`config.mk`:
```
export PLATFORM = sky130hd
export DESIGN_NAME = mac_reg_arbiter
export DESIGN_NICKNAME = d
export VERILOG_FILES = /design/src/rtl/mac_reg_arbiter.sv
export SDC_FILE = /design/constraint.sdc
export NUM_CORES = 1
export LEC_CHECK = 0
export ABC_AREA = 1
export BUFFER_PORTS_ARGS = -buffer_cell sky130_fd_sc_hd__buf_2
export CORE_UTILIZATION = 48
export CTS_CLUSTER_SIZE = 30
export DETAILED_ROUTE_END_ITERATION = 10
export PLACE_DENSITY = 0.91
export REMOVE_ABC_BUFFERS = 1
export SYNTH_ARGS = -nofsm -noshare
export SYNTH_HDL_FRONTEND = slang
export SYNTH_SLANG_ARGS = --single-unit
```
`constraint.sdc`:
```
create_clock -name Clk_reg -period 2.8 [get_ports Clk_reg]
set_clock_uncertainty 0.15 [all_clocks]
set_input_delay 0.56 -clock Clk_reg [delete_from_list [all_inputs] [get_ports Clk_reg]]
set_output_delay 0.56 -clock Clk_reg [all_outputs]
set_load 0.005 [all_outputs]
```
`src/rtl/mac_reg_arbiter.sv`:
```
// Round-robin arbiter that shares the MAC host register port among NUM_REQ requesters.
// Define MAC_REG_ARB_PRIO0_EN to give requester 0 absolute priority over the round robin.
module mac_reg_arbiter #(
  parameter int NUM_REQ        = 4,
  parameter int STROBE_CYCLES  = 2,
  parameter int RECOVER_CYCLES = 1
) (
  input  logic                    Clk_reg,
  input  logic                    Reset,
  input  logic [NUM_REQ-1:0]      req,
  input  logic [NUM_REQ-1:0]      req_wr,
  input  logic [NUM_REQ*8-1:0]    req_addr,
  input  logic [NUM_REQ*16-1:0]   req_wdata,
  output logic [NUM_REQ-1:0]      ack,
  output logic [15:0]             rdata,
  output logic                    busy,
  output logic [2:0]              gnt_idx,
  output logic                    CSB,
  output logic                    WRB,
  output logic [7:0]              CA,
  output logic [15:0]             CD_in,
  input  logic [15:0]             CD_out
);

  localparam logic [1:0] IDLE    = 2'd0;
  localparam logic [1:0] SETUP   = 2'd1;
  localparam logic [1:0] STROBE  = 2'd2;
  localparam logic [1:0] RECOVER = 2'd3;

  logic [1:0]         state_reg;
  logic [3:0]         cnt_reg;
  logic [2:0]         ptr_reg;
  logic [2:0]         gnt_reg;
  logic               wr_reg;
  logic               csb_reg;
  logic               wrb_reg;
  logic [7:0]         ca_reg;
  logic [15:0]        cd_in_reg;
  logic [15:0]        rdata_reg;
  logic [NUM_REQ-1:0] ack_reg;

  // Requester fields padded out to 8 slots so a 3-bit index is always in range.
  logic [7:0]  req_ext;
  logic [7:0]  wr_ext;
  logic [7:0]  addr_arr  [8];
  logic [15:0] wdata_arr [8];

  genvar gi;
  generate
    for (gi = 0; gi < 8; gi++) begin : g_unpack
      if (gi < NUM_REQ) begin : g_used
        assign req_ext[gi]   = req[gi];
        assign wr_ext[gi]    = req_wr[gi];
        assign addr_arr[gi]  = req_addr[8*gi +: 8];
        assign wdata_arr[gi] = req_wdata[16*gi +: 16];
      end else begin : g_unused
        assign req_ext[gi]   = 1'b0;
        assign wr_ext[gi]    = 1'b0;
        assign addr_arr[gi]  = 8'h00;
        assign wdata_arr[gi] = 16'h0000;
      end
    end
  endgenerate

  logic       win_found;
  logic [2:0] win_idx;
  logic       ptr_upd;
  logic [3:0] cand;

  always_comb begin
    win_found = 1'b0;
    win_idx   = 3'd0;
    cand      = 4'd0;
    for (int k = 1; k <= NUM_REQ; k++) begin
      cand = {1'b0, ptr_reg} + 4'(k);
      if (cand >= 4'(NUM_REQ)) cand = cand - 4'(NUM_REQ);
      if (!win_found && req_ext[cand[2:0]]) begin
        win_found = 1'b1;
        win_idx   = cand[2:0];
      end
    end
    ptr_upd = win_found;
`ifdef MAC_REG_ARB_PRIO0_EN
    // Host CPU overrides the rotation and leaves the pointer where it was.
    if (req_ext[0]) begin
      win_found = 1'b1;
      win_idx   = 3'd0;
      ptr_upd   = 1'b0;
    end
`else
`endif
  end

  always_ff @(posedge Clk_reg) begin
    if (Reset) begin
      state_reg <= IDLE;
      cnt_reg   <= 4'd0;
      ptr_reg   <= 3'(NUM_REQ - 1);
      gnt_reg   <= 3'd0;
      wr_reg    <= 1'b0;
      csb_reg   <= 1'b1;
      wrb_reg   <= 1'b1;
      ca_reg    <= 8'h00;
      cd_in_reg <= 16'h0000;
      rdata_reg <= 16'h0000;
      ack_reg   <= '0;
    end else begin
      ack_reg <= '0;
      case (state_reg)
        IDLE: begin
          if (win_found) begin
            state_reg <= SETUP;
            gnt_reg   <= win_idx;
            wr_reg    <= wr_ext[win_idx];
            ca_reg    <= addr_arr[win_idx];
            cd_in_reg <= wdata_arr[win_idx];
            if (ptr_upd) ptr_reg <= win_idx;
          end
        end
        SETUP: begin
          state_reg <= STROBE;
          csb_reg   <= 1'b0;
          wrb_reg   <= ~wr_reg;
          cnt_reg   <= 4'd0;
        end
        STROBE: begin
          if (cnt_reg == 4'(STROBE_CYCLES - 1)) begin
            // Last strobe cycle: capture read data so it is valid alongside ack.
            state_reg <= RECOVER;
            csb_reg   <= 1'b1;
            wrb_reg   <= 1'b1;
            cnt_reg   <= 4'd0;
            ack_reg   <= NUM_REQ'(1) << gnt_reg;
            if (!wr_reg) rdata_reg <= CD_out;
          end else begin
            cnt_reg <= cnt_reg + 4'd1;
          end
        end
        default: begin
          if (cnt_reg == 4'(RECOVER_CYCLES - 1)) begin
            state_reg <= IDLE;
          end else begin
            cnt_reg <= cnt_reg + 4'd1;
          end
        end
      endcase
    end
  end

  assign ack     = ack_reg;
  assign rdata   = rdata_reg;
  assign busy    = (state_reg != IDLE);
  assign gnt_idx = gnt_reg;
  assign CSB     = csb_reg;
  assign WRB     = wrb_reg;
  assign CA      = ca_reg;
  assign CD_in   = cd_in_reg;

endmodule

```
Yosys cells after proc, flatten, opt, wreduce, memory -nomap -nowiden. Index checks and enable logic that the tools add are counted.

Reduce and logical (&&, ||, !) cells: 17. Muxes and demuxes: 38. Bitwise operators: 5. $lt $le $gt $ge: 10. Add/sub/neg operators: 9. Shift-type cells: 1. Eq/ne operators: 6.

Operators by type and width (number): $bmux 16 s3 (1); $mux 16 (2); $bmux 8 s3 (1); $mux 3 (8); $lt 3x4->1 const B (5); $ge 4x3->1 const B (4); $mux 8 (2); $bmux 1 s3 (5); $pmux 4 s3 (1); $sub 3x3->3 const B (4); $mux 1 (10); $add 3x2->4 const B (2); $mux 4 (2); $mux 2 (3); $pmux 2 s3 (1); $reduce_and 2->1 (3); $reduce_and 3->1 (2); $add 3x1->4 const B (1); $add 3x3->4 const B (1); $add 4x1->4 const B (1); $eq 4x1->1 const B (1); $ge 4x4->1 const B (1); $logic_not 4->1 (1); $ne 2x2->1 const B (2); 13 further kinds (22).

Input port bits: 122. Word-level logic and storage cells: 97. Register bits after elaboration: 59. Output and inout port bits: 50.

Depth between registers and ports, before layout.
Depth after elaboration: 19. Mapped depth: 18. Mapped depth without buffers: 16.

Worst setup path before layout. OpenSTA, ideal clock, no wires.

Kind: reg-to-reg. Start: reg ptr_reg[0]. End: reg wr_reg. Required time: 2.541 ns. Library setup time: 0.109 ns. Data arrival time: 1.912 ns. Path buffers: 2. Setup slack: 0.629 ns. Stages on the path, launching flop included: 17. Cells stage by stage: dfxtp_1 -> buf_6 -> inv_4 -> ha_1 -> inv_1 -> nand3_1 -> nand3_2 -> nand2_1 -> nor2_2 -> nand3_1 -> nand2_4 -> inv_4 -> buf_4 -> nand3_1 -> nand3_1 -> nand2_1 -> inv_1.

Cells in the longest elaborated chain, start to end: 17. Elaborated cells on any way between the ends: 41.

Ends and longest elaborated chain: start, declared (RTL line 32) `logic [2:0] ptr_reg;`; start signal, assigned (RTL line 98) `ptr_reg <= 3'(NUM_REQ - 1);`; start signal, assigned (RTL line 117) `if (ptr_upd) ptr_reg <= win_idx;`; $add 3x1->4 (RTL line 75) `cand = {1'b0, ptr_reg} + 4'(k);`; $ge 4x3->1 / $sub 3x3->3 (equally long branches) (RTL line 76) `if (cand >= 4'(NUM_REQ)) cand = cand - 4'(NUM_REQ);`; $mux 3 (RTL line 76); $bmux 1 s3 (RTL line 77) `if (!win_found && req_ext[cand[2:0]]) begin`; $mux 1 (not written as such) (RTL line 77); $mux 1 (RTL line 77); $logic_not 1->1 (RTL line 77); $logic_and 1x1->1 (RTL line 77); $mux 1 (RTL line 77); $logic_not 1->1 (RTL line 77); $logic_and 1x1->1 (RTL line 77); $mux 1 (RTL line 77); $logic_not 1->1 (RTL line 77); $logic_and 1x1->1 (RTL line 77); $mux 3 (RTL line 77); $bmux 1 s3 (RTL line 114) `wr_reg <= wr_ext[win_idx];`; $mux 1 (not written as such) (RTL line 114); end signal, assigned (RTL line 114); end, declared (RTL line 34) `logic wr_reg;`.

Several ways; a longest one is shown, not always the timed one. The select of a mux whose other input is x is not followed. A chain may end at the register's enable or synchronous reset.

Worst setup path after layout.
Start: reg ptr_reg[1]. End: reg cd_in_reg[11], in the netlist CD_in[11].

Cells in the longest elaborated chain, start to end: 19. Elaborated cells on any way between the ends: 43.

Ends and longest elaborated chain: $add 3x1->4 (RTL line 75); $ge 4x3->1 / $sub 3x3->3 (equally long branches) (RTL line 76); $mux 3 (RTL line 76); $bmux 1 s3 (RTL line 77); $mux 1 (not written as such) (RTL line 77); $mux 1 (RTL line 77); $logic_not 1->1 (RTL line 77); $logic_and 1x1->1 (RTL line 77); [2 not listed]; $logic_and 1x1->1 (RTL line 77); $mux 1 (RTL line 77); $logic_not 1->1 (RTL line 77); $logic_and 1x1->1 (RTL line 77); $mux 3 (RTL line 77); $not 3->4 (not written as such) (RTL line 116) `cd_in_reg <= wdata_arr[win_idx];`; $bmux 16 s3 (RTL line 116); $mux 16 (not written as such) (2 in a row) (RTL line 116); end signal, assigned (RTL line 116); end, declared (RTL line 38) `logic [15:0] cd_in_reg;`.

Several ways; a longest one is shown, not always the timed one. The select of a mux whose other input is x is not followed.

==> impl_metrics.toml <==
[outcome]
status = "finished, final reports clean"

[clocking]
clkLatencyLatePin_ns = 0.33
post_cts_resize_count = 0
cts_hold_repair.buffers = 0
cts.htree.levels = 3
cts_root_buffer = "sky130_fd_sc_hd__clkbuf_8"
tritoncts.num_buffers = 9
clk_path_buf_depth = 2
clk_pin_slew_worst_paths_ns = 0.07
cts_setup_buffers = 0
tritoncts = "built"
cts.sink_count = 58

[critical_path]
cp_slowest_cell = "sky130_fd_sc_hd__dfxtp_1"
cpPeakStageDelay_ns = 0.42
timing.reg2reg.worst_path_depth = 14
worst_path_arrival_time_ns = 2.59
crit_top_cell = "sky130_fd_sc_hd__nand3_1"
worstSetupPathType = "reg -> reg"
critPathRequiredTime_ns = 2.88
crit_start = "ptr_reg[1]"
cp_cell_instances = "inv_2 -> ha_1 -> inv_1 -> nand3_1 -> nand3_2 -> nand4_1 -> nand2_1 -> nand2_2 -> buf_4 -> nand3_1 -> nand3_1 -> nand3_1 -> nand2_1 -> inv_1"
crit-reg2reg-launch = "ptr_reg[1]"
start_kind = "flip-flop"
timing.critical_path.to_type = "flip-flop"
critical_path.max_fanout = 42

[sta]
finalHoldViolCount = 0
report.final.slew_viol_count = 0
fin_ws_ns = 0.285
timing.slew.headroom = 0.648
min_period_over_period = 0.898
setup_tns_ns = 0
maximum_achievable_frequency_mhz = 398
max_slew.worst_pin.slew_ns = 0.527
finalCriticalPeriod_ns = 2.51
grt_setup_unrepaired = "false"
timing.final.setup_violations = 0

[placed_design]
place_hpwl_um = 7440
place.gp.congestion = 0.813
port_buffers = 171
place_worst_setup_slack_ns = 0.299

[logic_synthesis]
share_of_cell_area_taken_by_muxes_after_synthesis = 0.00261
avgSynthCellArea_um2 = 5.96
synth.distinct_cells = 31
ys_seq_elements = 58
fraction_of_the_mapped_netlist_area_in_adder_cells = 0.0294
synth_seq_area_share = 0.303
yosys.area_share.simple = 0.418
netlist_area_um2 = 3830
synth.top_cell.area_share = 0.303
synthCells = 643
synth_compound_gate_area_share = 0.0480
synth_warnings = 0
library_cell_occupying_the_most_area_in_the_post_synthesis_netlist = "sky130_fd_sc_hd__dfxtp_1"
main_combinational_cell_family_by_area_after_synthesis = "simple AND/OR/NAND/NOR gates"
synth_xor_xnor_area_share = 0.00229
synth.area.top_cells = "sky130_fd_sc_hd__dfxtp_1, sky130_fd_sc_hd__nand3_1, sky130_fd_sc_hd__inv_1"

[finish]
syn2layout_area_growth_pct = 27.9
antenna_cells_inserted = 0
final_common_cell = "sky130_fd_sc_hd__buf_2"
fillCellCount = 734
layout.nets = 932
share_of_post_route_cells_with_drive_strength_above_1 = 0.268
area_of_the_multi_input_gates_um2 = 1920
final-seq-area_um2 = 1160
mostFrequentLayoutCells = "sky130_fd_sc_hd__buf_2, sky130_fd_sc_hd__nand3_1, sky130_fd_sc_hd__inv_1"

[pwr]
power-per-cell-area_nw_per_um2 = 1160
total_power_mw = 5.70
power_leakage_nw = 2.99
irDropWorstVdd_v = 0.00114

[die]
initial_utilization = 0.496
floorplan.die_area_um2 = 8350
floorplan.die.height_um = 91.4
num_rows = 32
core_area_um2 = 7730
boundaryPins = 172
horizontal_extent_of_the_die_um = 91.4

[grt]
grt.overflow.total = 0
first_pass_grt_wire_length_um = 16600
grt_start_max_net_pins = 52
grt_pass1_vias = 3831
grt_usage = 0.247
antenna_found_initial = 0

[route]
ant_nets = 0
route.detailed.drc = 0
routed-via-count = 4367
postRouteWirelength_um = 10000
first_iter_violations = 222
drtPass1Iterations = 5
avgRoutedWirePerCell_um = 11.1
drt-vias-per-instance = 4.81

[job]
maxCapViolCount = 0

[min_path]
timing.hold.worst_path_depth = 2
worstHoldPathType = "reg -> reg"
min_from = "rdata[9]"
[power by group]
| group | switching (mW) | internal (mW) | leakage, nW | total (mW) |
|---|---|---|---|---|
| sequential | 0.126 | 1.04 | 0.476 | 1.17 |
| combinational | 2.47 | 1.40 | 2.42 | 3.87 |
| clock | 0.329 | 0.336 | 0.0879 | 0.665 |
[synth_stat cells, drive strengths merged]
library cell / number
nand4: 3
nand2: 123
clkinv: 1
o211ai: 2
o21ai: 8
nand3: 162
nor4: 1
xor2: 1
nor3b: 1
mux2i: 1
dfxtp: 58
clkbuf: 11
nor2: 60
buf: 23
inv: 150
a21oi: 25
and2: 1
ha: 9
nor3: 3
[cell type report]
type / instances / share of cell area
Clock buffer: 10 / 0.0281
Tap cell: 102 / 0.0260
Clock inverter: 5 / 0.00638
Sequential cell: 58 / 0.237
Inverter: 151 / 0.117
Multi-Input combinational cell: 400 / 0.391
Timing Repair Buffer: 181 / 0.195
[metrics by stage]
step                      cell area (µm²)  cells  hold slack, ns  utilization
after CTS                            4900    907           0.313        0.634
after floorplan                      3650    609           0.301            -
after global routing                 4900    907           0.318        0.634
after detailed placement             4730    892           0.303        0.613
after global placement               4730    892           0.297        0.613
final                                4900    907           0.310        0.634
[layer usage]
layer	track usage	wire length, µm	vias up
li1	-	-	2293
met1	0.295	4300	1869
met5	0	0	-
met3	0.0838	939	14
met2	0.416	4660	191
met4	0.0794	141	0
[worst max-delay path, delay by kind of cell (launching register included)]
| family | cells | cell delay, ns |
|---|---|---|
| DFF | 1 | 0.42 |
| adders and majority gates | 1 | 0.34 |
| and+or+nand+nor | 9 | 0.91 |
| buffers and inverters | 4 | 0.57 |
[path summary, 6_finish.rpt]
kind | endpoint | slack, ns
min | rdata[9] | 0.31
max | CD_in[11] | 0.29
min reg2reg | rdata[9] | 0.31
max reg2reg | CD_in[11] | 0.29
[cell families after synthesis]
family,after synthesis
simple gates,354
buf+inv,185
flops,58
fa+ha+maj,9
xor+xnor,1
compound gates,35
mux,1
Power figures use the tool's default switching activity.
